## src/rtl/uart_pkg.sv

```systemverilog
// uart_pkg: shared definitions for the UART transmitter.
//   state_e    - transmitter FSM states
//   PAR_*      - parity selection encoding for P_PARITY
//   frame_len  - clk cycles in one complete frame for a parameter set
package uart_pkg;

    typedef enum logic [2:0] {
        IDLE,
        START,
        DATA,
        PARITY,
        STOP
    } state_e;

    localparam int PAR_NONE = 0;
    localparam int PAR_EVEN = 1;
    localparam int PAR_ODD  = 2;

    function automatic int frame_len(int clks_per_bit, int data_bits, int parity, int stop_bits);
        return clks_per_bit * (1 + data_bits + ((parity != PAR_NONE) ? 1 : 0) + stop_bits);
    endfunction

endpackage

```

## src/rtl/uart_tx_if.sv

```systemverilog
// uart_tx_if: valid/ready byte stream feeding the transmitter.
//   s_data - byte to send (FIFO rd_data)
//   s_vld  - s_data valid (FIFO rd_vld)
//   s_rdy  - consumer accepts s_data this cycle (FIFO rd_rdy)
// master = producer (FIFO read side), slave = uart_tx.
interface uart_tx_if #(
    parameter int P_DATA_BITS = 8
);
    logic [P_DATA_BITS-1:0] s_data;
    logic                   s_vld;
    logic                   s_rdy;

    modport master (output s_data, output s_vld, input s_rdy);
    modport slave  (input s_data, input s_vld, output s_rdy);
endinterface

```

## src/rtl/uart_tx_baud_gen.sv

```systemverilog
// baud_gen: bit-period timer for the UART transmitter.
//   clk, rst_n - clock, asynchronous active-low reset
//   clear      - forces the count back to 0 on the next edge
//   bit_done   - high on the last cycle of a bit period (count == P_CLKS_PER_BIT-1)
//   cnt        - current count, 0..P_CLKS_PER_BIT-1
module baud_gen #(
    parameter int P_CLKS_PER_BIT = 868,
    parameter int P_CNT_W        = $clog2(P_CLKS_PER_BIT)
) (
    input  logic               clk,
    input  logic               rst_n,
    input  logic               clear,
    output logic               bit_done,
    output logic [P_CNT_W-1:0] cnt
);

    logic [P_CNT_W-1:0] cnt_q, cnt_d;

    assign bit_done = (cnt_q == P_CNT_W'(P_CLKS_PER_BIT - 1));
    assign cnt      = cnt_q;

    always_comb begin
        cnt_d = cnt_q + 1'b1;
        if (clear || bit_done) cnt_d = '0;
    end

    always_ff @(posedge clk or negedge rst_n) begin
        if (!rst_n) cnt_q <= '0;
        else        cnt_q <= cnt_d;
    end

endmodule

```

## src/rtl/uart_tx.sv

```systemverilog
// uart_tx: UART frame transmitter draining a valid/ready byte stream.
//   clk, rst_n - transmit clock, asynchronous active-low reset
//   s          - uart_tx_if.slave: s_data / s_vld in, s_rdy out (registered)
//   tx         - serial line, idle high (registered)
//   busy       - frame in progress (registered)
// Frame: start, P_DATA_BITS data LSB first, optional parity, P_STOP_BITS stops.
// A new byte may be accepted on the last cycle of the last stop bit so that
// back-to-back frames leave no idle gap on the line.
module uart_tx
    import uart_pkg::*;
#(
    parameter int P_CLKS_PER_BIT = 868,
    parameter int P_DATA_BITS    = 8,
    parameter int P_PARITY       = 0,
    parameter int P_STOP_BITS    = 1
) (
    input  logic       clk,
    input  logic       rst_n,
    uart_tx_if.slave   s,
    output logic       tx,
    output logic       busy
);

    localparam int CNT_W = $clog2(P_CLKS_PER_BIT);

    if (P_CLKS_PER_BIT < 2 || P_DATA_BITS < 5 || P_DATA_BITS > 9 ||
        P_PARITY < PAR_NONE || P_PARITY > PAR_ODD ||
        P_STOP_BITS < 1 || P_STOP_BITS > 2) begin : g_bad_param
        $error("uart_tx: illegal parameter value");
    end

    state_e                 state_q, state_d;
    logic [P_DATA_BITS-1:0] shreg_q, shreg_d;
    logic                   par_q, par_d;
    logic [3:0]             bit_idx_q, bit_idx_d;
    logic                   tx_q, tx_d;
    logic                   busy_q, busy_d;
    logic                   s_rdy_q, s_rdy_d;
    logic                   xfer;
    logic                   bit_done;
    logic                   baud_clear;
    logic [CNT_W-1:0]       baud_cnt;

    // Timer restarts on every state change and is held at 0 while idle so the
    // start bit gets a full period from the handshake edge.
    assign baud_clear = (state_d != state_q) || (state_q == IDLE);

    baud_gen #(
        .P_CLKS_PER_BIT (P_CLKS_PER_BIT),
        .P_CNT_W        (CNT_W)
    ) u_baud (
        .clk      (clk),
        .rst_n    (rst_n),
        .clear    (baud_clear),
        .bit_done (bit_done),
        .cnt      (baud_cnt)
    );

    assign xfer    = s.s_vld && s_rdy_q;
    assign s.s_rdy = s_rdy_q;
    assign tx      = tx_q;
    assign busy    = busy_q;

    always_comb begin
        state_d   = state_q;
        shreg_d   = shreg_q;
        par_d     = par_q;
        bit_idx_d = bit_idx_q;
        tx_d      = tx_q;

        unique case (state_q)
            IDLE: begin
                if (xfer) begin
                    state_d = START;
                    shreg_d = s.s_data;
                    par_d   = (P_PARITY == PAR_ODD) ? ~^s.s_data : ^s.s_data;
                    tx_d    = 1'b0;
                end
            end
            START: begin
                if (bit_done) begin
                    state_d   = DATA;
                    bit_idx_d = '0;
                    tx_d      = shreg_q[0];
                end
            end
            DATA: begin
                if (bit_done) begin
                    if (bit_idx_q == 4'(P_DATA_BITS - 1)) begin
                        bit_idx_d = '0;
                        if (P_PARITY != PAR_NONE) begin
                            state_d = PARITY;
                            tx_d    = par_q;
                        end else begin
                            state_d = STOP;
                            tx_d    = 1'b1;
                        end
                    end else begin
                        // Next data bit is the one just above the current LSB.
                        shreg_d   = shreg_q >> 1;
                        bit_idx_d = bit_idx_q + 4'd1;
                        tx_d      = shreg_q[1];
                    end
                end
            end
            PARITY: begin
                if (bit_done) begin
                    state_d   = STOP;
                    bit_idx_d = '0;
                    tx_d      = 1'b1;
                end
            end
            STOP: begin
                if (bit_done) begin
                    if (bit_idx_q == 4'(P_STOP_BITS - 1)) begin
                        bit_idx_d = '0;
                        if (xfer) begin
                            state_d = START;
                            shreg_d = s.s_data;
                            par_d   = (P_PARITY == PAR_ODD) ? ~^s.s_data : ^s.s_data;
                            tx_d    = 1'b0;
                        end else begin
                            state_d = IDLE;
                            tx_d    = 1'b1;
                        end
                    end else begin
                        bit_idx_d = bit_idx_q + 4'd1;
                    end
                end
            end
            default: begin
                state_d = IDLE;
                tx_d    = 1'b1;
            end
        endcase

        // s_rdy is a flop, so it is raised one cycle early: when the timer
        // sits one short of the end of the final stop bit.
        s_rdy_d = (state_d == IDLE) ||
                  ((state_q == STOP) && (bit_idx_q == 4'(P_STOP_BITS - 1)) &&
                   (baud_cnt == CNT_W'(P_CLKS_PER_BIT - 2)));
        busy_d  = (state_d != IDLE);
    end

    always_ff @(posedge clk or negedge rst_n) begin
        if (!rst_n) begin
            state_q   <= IDLE;
            shreg_q   <= '0;
            par_q     <= 1'b0;
            bit_idx_q <= '0;
            tx_q      <= 1'b1;
            busy_q    <= 1'b0;
            s_rdy_q   <= 1'b0;
        end else begin
            state_q   <= state_d;
            shreg_q   <= shreg_d;
            par_q     <= par_d;
            bit_idx_q <= bit_idx_d;
            tx_q      <= tx_d;
            busy_q    <= busy_d;
            s_rdy_q   <= s_rdy_d;
        end
    end

endmodule

```

## src/flat_wrapper.sv

```systemverilog
// flat-port wrapper written by rule: the top's interface ports become plain ports
module uart_tx_flat import uart_pkg::*;
#(
    parameter int P_CLKS_PER_BIT = 868,
    parameter int P_DATA_BITS    = 8,
    parameter int P_PARITY       = 0,
    parameter int P_STOP_BITS    = 1
)
  (clk, rst_n, tx, busy, s_s_data, s_s_vld, s_s_rdy);
  uart_tx_if #(.P_DATA_BITS(P_DATA_BITS)) s_i ();
  input  logic clk;
  input  logic rst_n;
  output logic tx;
  output logic busy;
  input wire logic [$bits(s_i.s_data)-1:0] s_s_data;
  input wire logic [$bits(s_i.s_vld)-1:0] s_s_vld;
  output wire logic [$bits(s_i.s_rdy)-1:0] s_s_rdy;
  assign s_i.s_data = s_s_data;
  assign s_i.s_vld = s_s_vld;
  assign s_s_rdy = s_i.s_rdy;
  uart_tx #(.P_CLKS_PER_BIT(P_CLKS_PER_BIT), .P_DATA_BITS(P_DATA_BITS), .P_PARITY(P_PARITY), .P_STOP_BITS(P_STOP_BITS)) u_core (.clk(clk), .rst_n(rst_n), .s(s_i), .tx(tx), .busy(busy));
endmodule
```

## config.mk

```make
export PLATFORM = sky130hd
export DESIGN_NAME = uart_tx_flat
export DESIGN_NICKNAME = d
export VERILOG_FILES = /design/src/rtl/uart_pkg.sv /design/src/rtl/uart_tx_if.sv /design/src/rtl/uart_tx_baud_gen.sv /design/src/rtl/uart_tx.sv /design/src/flat_wrapper.sv
export SDC_FILE = /design/constraint.sdc
export NUM_CORES = 1
export LEC_CHECK = 0
export BUFFER_PORTS_ARGS = -buffer_cell sky130_fd_sc_hd__buf_2
export CORE_ASPECT_RATIO = 1.4
export CORE_MARGIN = 1.5
export CORE_UTILIZATION = 40
export CTS_CLUSTER_SIZE = 30
export DETAILED_ROUTE_END_ITERATION = 8
export GPL_TIMING_DRIVEN = 0
export PLACE_DENSITY_LB_ADDON = 0.1
export REMOVE_ABC_BUFFERS = 1
export SKIP_CTS_REPAIR_TIMING = 1
export SYNTH_ARGS = -nofsm -noshare
export SYNTH_HDL_FRONTEND = slang
export SYNTH_HIERARCHICAL = 1
export SYNTH_SLANG_ARGS = --single-unit
```

## constraint.sdc

```tcl
create_clock -name clk -period 4 [get_ports clk]
set_input_delay 0.8 -clock clk [delete_from_list [all_inputs] [get_ports clk]]
set_output_delay 0.8 -clock clk [all_outputs]
set_load 0.02 [all_outputs]
```

==> impl_results.md <==
* Status: finished, final reports clean
* Combinational Power Share at 0.278
* Sequential share of the synthesized area at 0.4282
* Yosys top cell by area: dfrtp_1
* Synthesized instance count at 161
* Post-route DRC violation count at 0
* # clock sinks at 28
* Fin crit period at 2.946 ns
* EDFF count, synth at 0
* CP startpoint: u_core/u_baud/cnt[2]
* H-tree levels at 1
* Final wirelength at about 3.2 mm
* Reg power frac at 0.525
* Port buffer count at 13
* Number of synthesized register bits at 28
* Yosys top cell area share at 0.4122
* P_sw at approximately 260 uW
* Post-synth ARST share at 1.000
* I/O pins at 14
* Final hold violation count at 0
* First-pass GRT wire length at around 5.7 mm
* Worst path arrival time at between 3 and 4 ns
* Detail Route Antenna Nets at 0
* CP Max Fanout at 8
* Initial core utilization at 0.4183
* Routed length per instance at approximately 15 um
* Fin nets at roughly 190
* Largest net degree at the start of global routing at 29
* Post-synth top cells: dfrtp_1, mux2_2, nor2_1
* Row count at 27
* Die X at 57.10 um
* CTS tree: yes
* Footprint of the multi-input gates at a little under 900 sq um
* # diodes at 0
* Clk root buf: clkbuf_8
* Total GRT Usage at 0.1574
* Clock buffer depth at 2
* Setup crit end kind: flop
* Worst ir drop on vdd at 282.3 uV
* Hold path startpoint: u_core/shreg_q[7]
* Mapped cell area at between 0.0015 and 0.002 sq mm
* Crit start category: flop
* Internal power at 524.6 uW
* F_max at 339.5 MHz
* Vias in the first global route at approximately 1300
* Final setup fails at 0
* Data required time of the worst path at 4.16 ns
* Number of buffers created by CTS at 3
* Syn_area_per_cell at 10.18 sq um
* Synth cell types at 49
* TritonRoute pass-1 iters at 4
* Max Cap Viol at 0
* Lkg Pwr at around 0.00069 uW
* Ys Warns at 6
* Vias post-DR at 1267
* RSZ-0062 raised after global routing: no
* Gr ovfl total at 0
* Final slew viol count at 0
* Final Power at 779.8 uW
* Clock share of power at 0.198
* Sw Ratio at 0.3273
* Worst-path clk slew at 0.09 ns
* Die extent in y at 78.74 um
* Worst-skew pair later-pin latency at 0.27 ns
* Initial antenna violation count at 0
* Dpl hpwl at around 2.2 mm
* Fillcell total at approximately 380
* Vias per inst at 5.866
* Crit path kind: reg2reg
* Placeable Area at 0.003919 sq mm
* PD cells at 440.8 mW/mm^2
* Final setup TNS at 0 ns
* Clock skew after layout at 0.006085 ns
* Slew @ Worst Pin at 0.8255 ns
* Area grow syn2layout at 7.939%
* Final GP Congestion at slightly above 0.8
* Normalized max-slew margin at 0.4455
* R2R Path Start: u_core/u_baud/cnt[2]
* HP Class: reg2reg
* Initial DRC Count at 23
* Top FF cell, synth: dfrtp_1
* Reg area at around 700 sq um
* Die footprint at 0.004496 sq mm
* Cell with the most instances after synthesis: dfrtp_1
* Area contributors post-synth: dfrtp_1, mux2_2, o21ai_0, a21oi_1, nor2_1
* Fraction of layout cells with a size suffix above 1 at 0.2254
* Final period util at 0.7365
-- through the flow --
stage          hold slack, ns  setup WS (ns)  std cells  instance area [sq um]  utilization
2_1_floorplan          0.4603          1.612        156                   1605            -
3_3_place_gp           0.4840          1.080        212                   1724       0.4400
3_5_place_dp           0.4933          1.043        212                   1724       0.4400
4_1_cts                0.5157         0.9768        216                   1769       0.4515
5_1_grt                0.5337         0.7613        216                   1769       0.4515
6_report               0.5071          1.054        216                   1769       0.4515
-- power by group through the flow --
| stage | Combinational (uW) | Clock, uW | Sequential, uW |
|---|---|---|---|
| floorplan | 159 | 0 | 413 |
| global placement | 215 | 0 | 413 |
| detailed placement | 217 | 0 | 415 |
| CTS | 219 | 163 | 410 |
| global route | 252 | 172 | 421 |
| finish | 217 | 154 | 409 |
-- flip-flops by register name, indices dropped and copies added, names as in the netlist --
signal / flops
u_core/bit_idx_q: 4
u_core/busy: 1
u_core/s.s_rdy: 1
u_core/shreg_q: 8
u_core/state_q: 3
u_core/tx: 1
u_core/u_baud/cnt: 10
-- worst paths after layout --
kind,slack (ns),cells after the start,end
hold reg to reg,0.51,1,u_core/shreg_q[7]
hold / removal,0.51,1,u_core/shreg_q[7]
min in group asynchronous,0.54,1,u_core/shreg_q[4]
setup reg to reg,1.05,8,u_core/u_baud/cnt[9]
setup / recovery,1.05,8,u_core/u_baud/cnt[9]
max in group asynchronous,3.05,1,u_core/s.s_rdy
-- critical path, stage by stage (launching register included) --
cell	delay (ns)
dfrtp_1	0.45
or4_4	0.57
nor3_1	0.69
nand4bb_1	0.32
nand3_1	0.23
o21a_1	0.20
nand2b_1	0.15
o32a_1	0.15
o31ai_1	0.07
-- final cells by class --
class / instances / share of cell area
inverter: 6 / 0.01273
multi-input combinational: 122 / 0.4979
sequential: 28 / 0.3967
timing repair buffer: 13 / 0.03678
tap: 43 / 0.03041
clock buffer: 4 / 0.02546
-- cell usage in the layout, fill, tap and decap left out, types with 4 or more instances in the layout --
cell	instances
mux2_2	15
dfrtp_1	27
o21ai_0	10
nor2b_1	4
nor2_1	12
inv_1	6
nand2_1	11
nand2b_1	4
or3_1	5
nand3_1	7
buf_2	13
a21oi_1	9
-- metal layers --
layer	wire length, um	GRT usage
met4	18	0.05349
met2	1670	0.2690
met3	122	0.02443
met1	1346	0.2008
met5	0	0
-- logic make-up after synthesis --
kind of cell / synth area share
AND/OR/NAND/NOR: 0.2244
AO/OA/AOI/OAI: 0.1710
flip-flops: 0.4282
multiplexers: 0.1031
buffers and inverters: 0.03435
XOR/XNOR: 0.01603
adder cells (fa/ha/maj): 0.02290
Note: power is estimated with default switching activity, not from simulation.
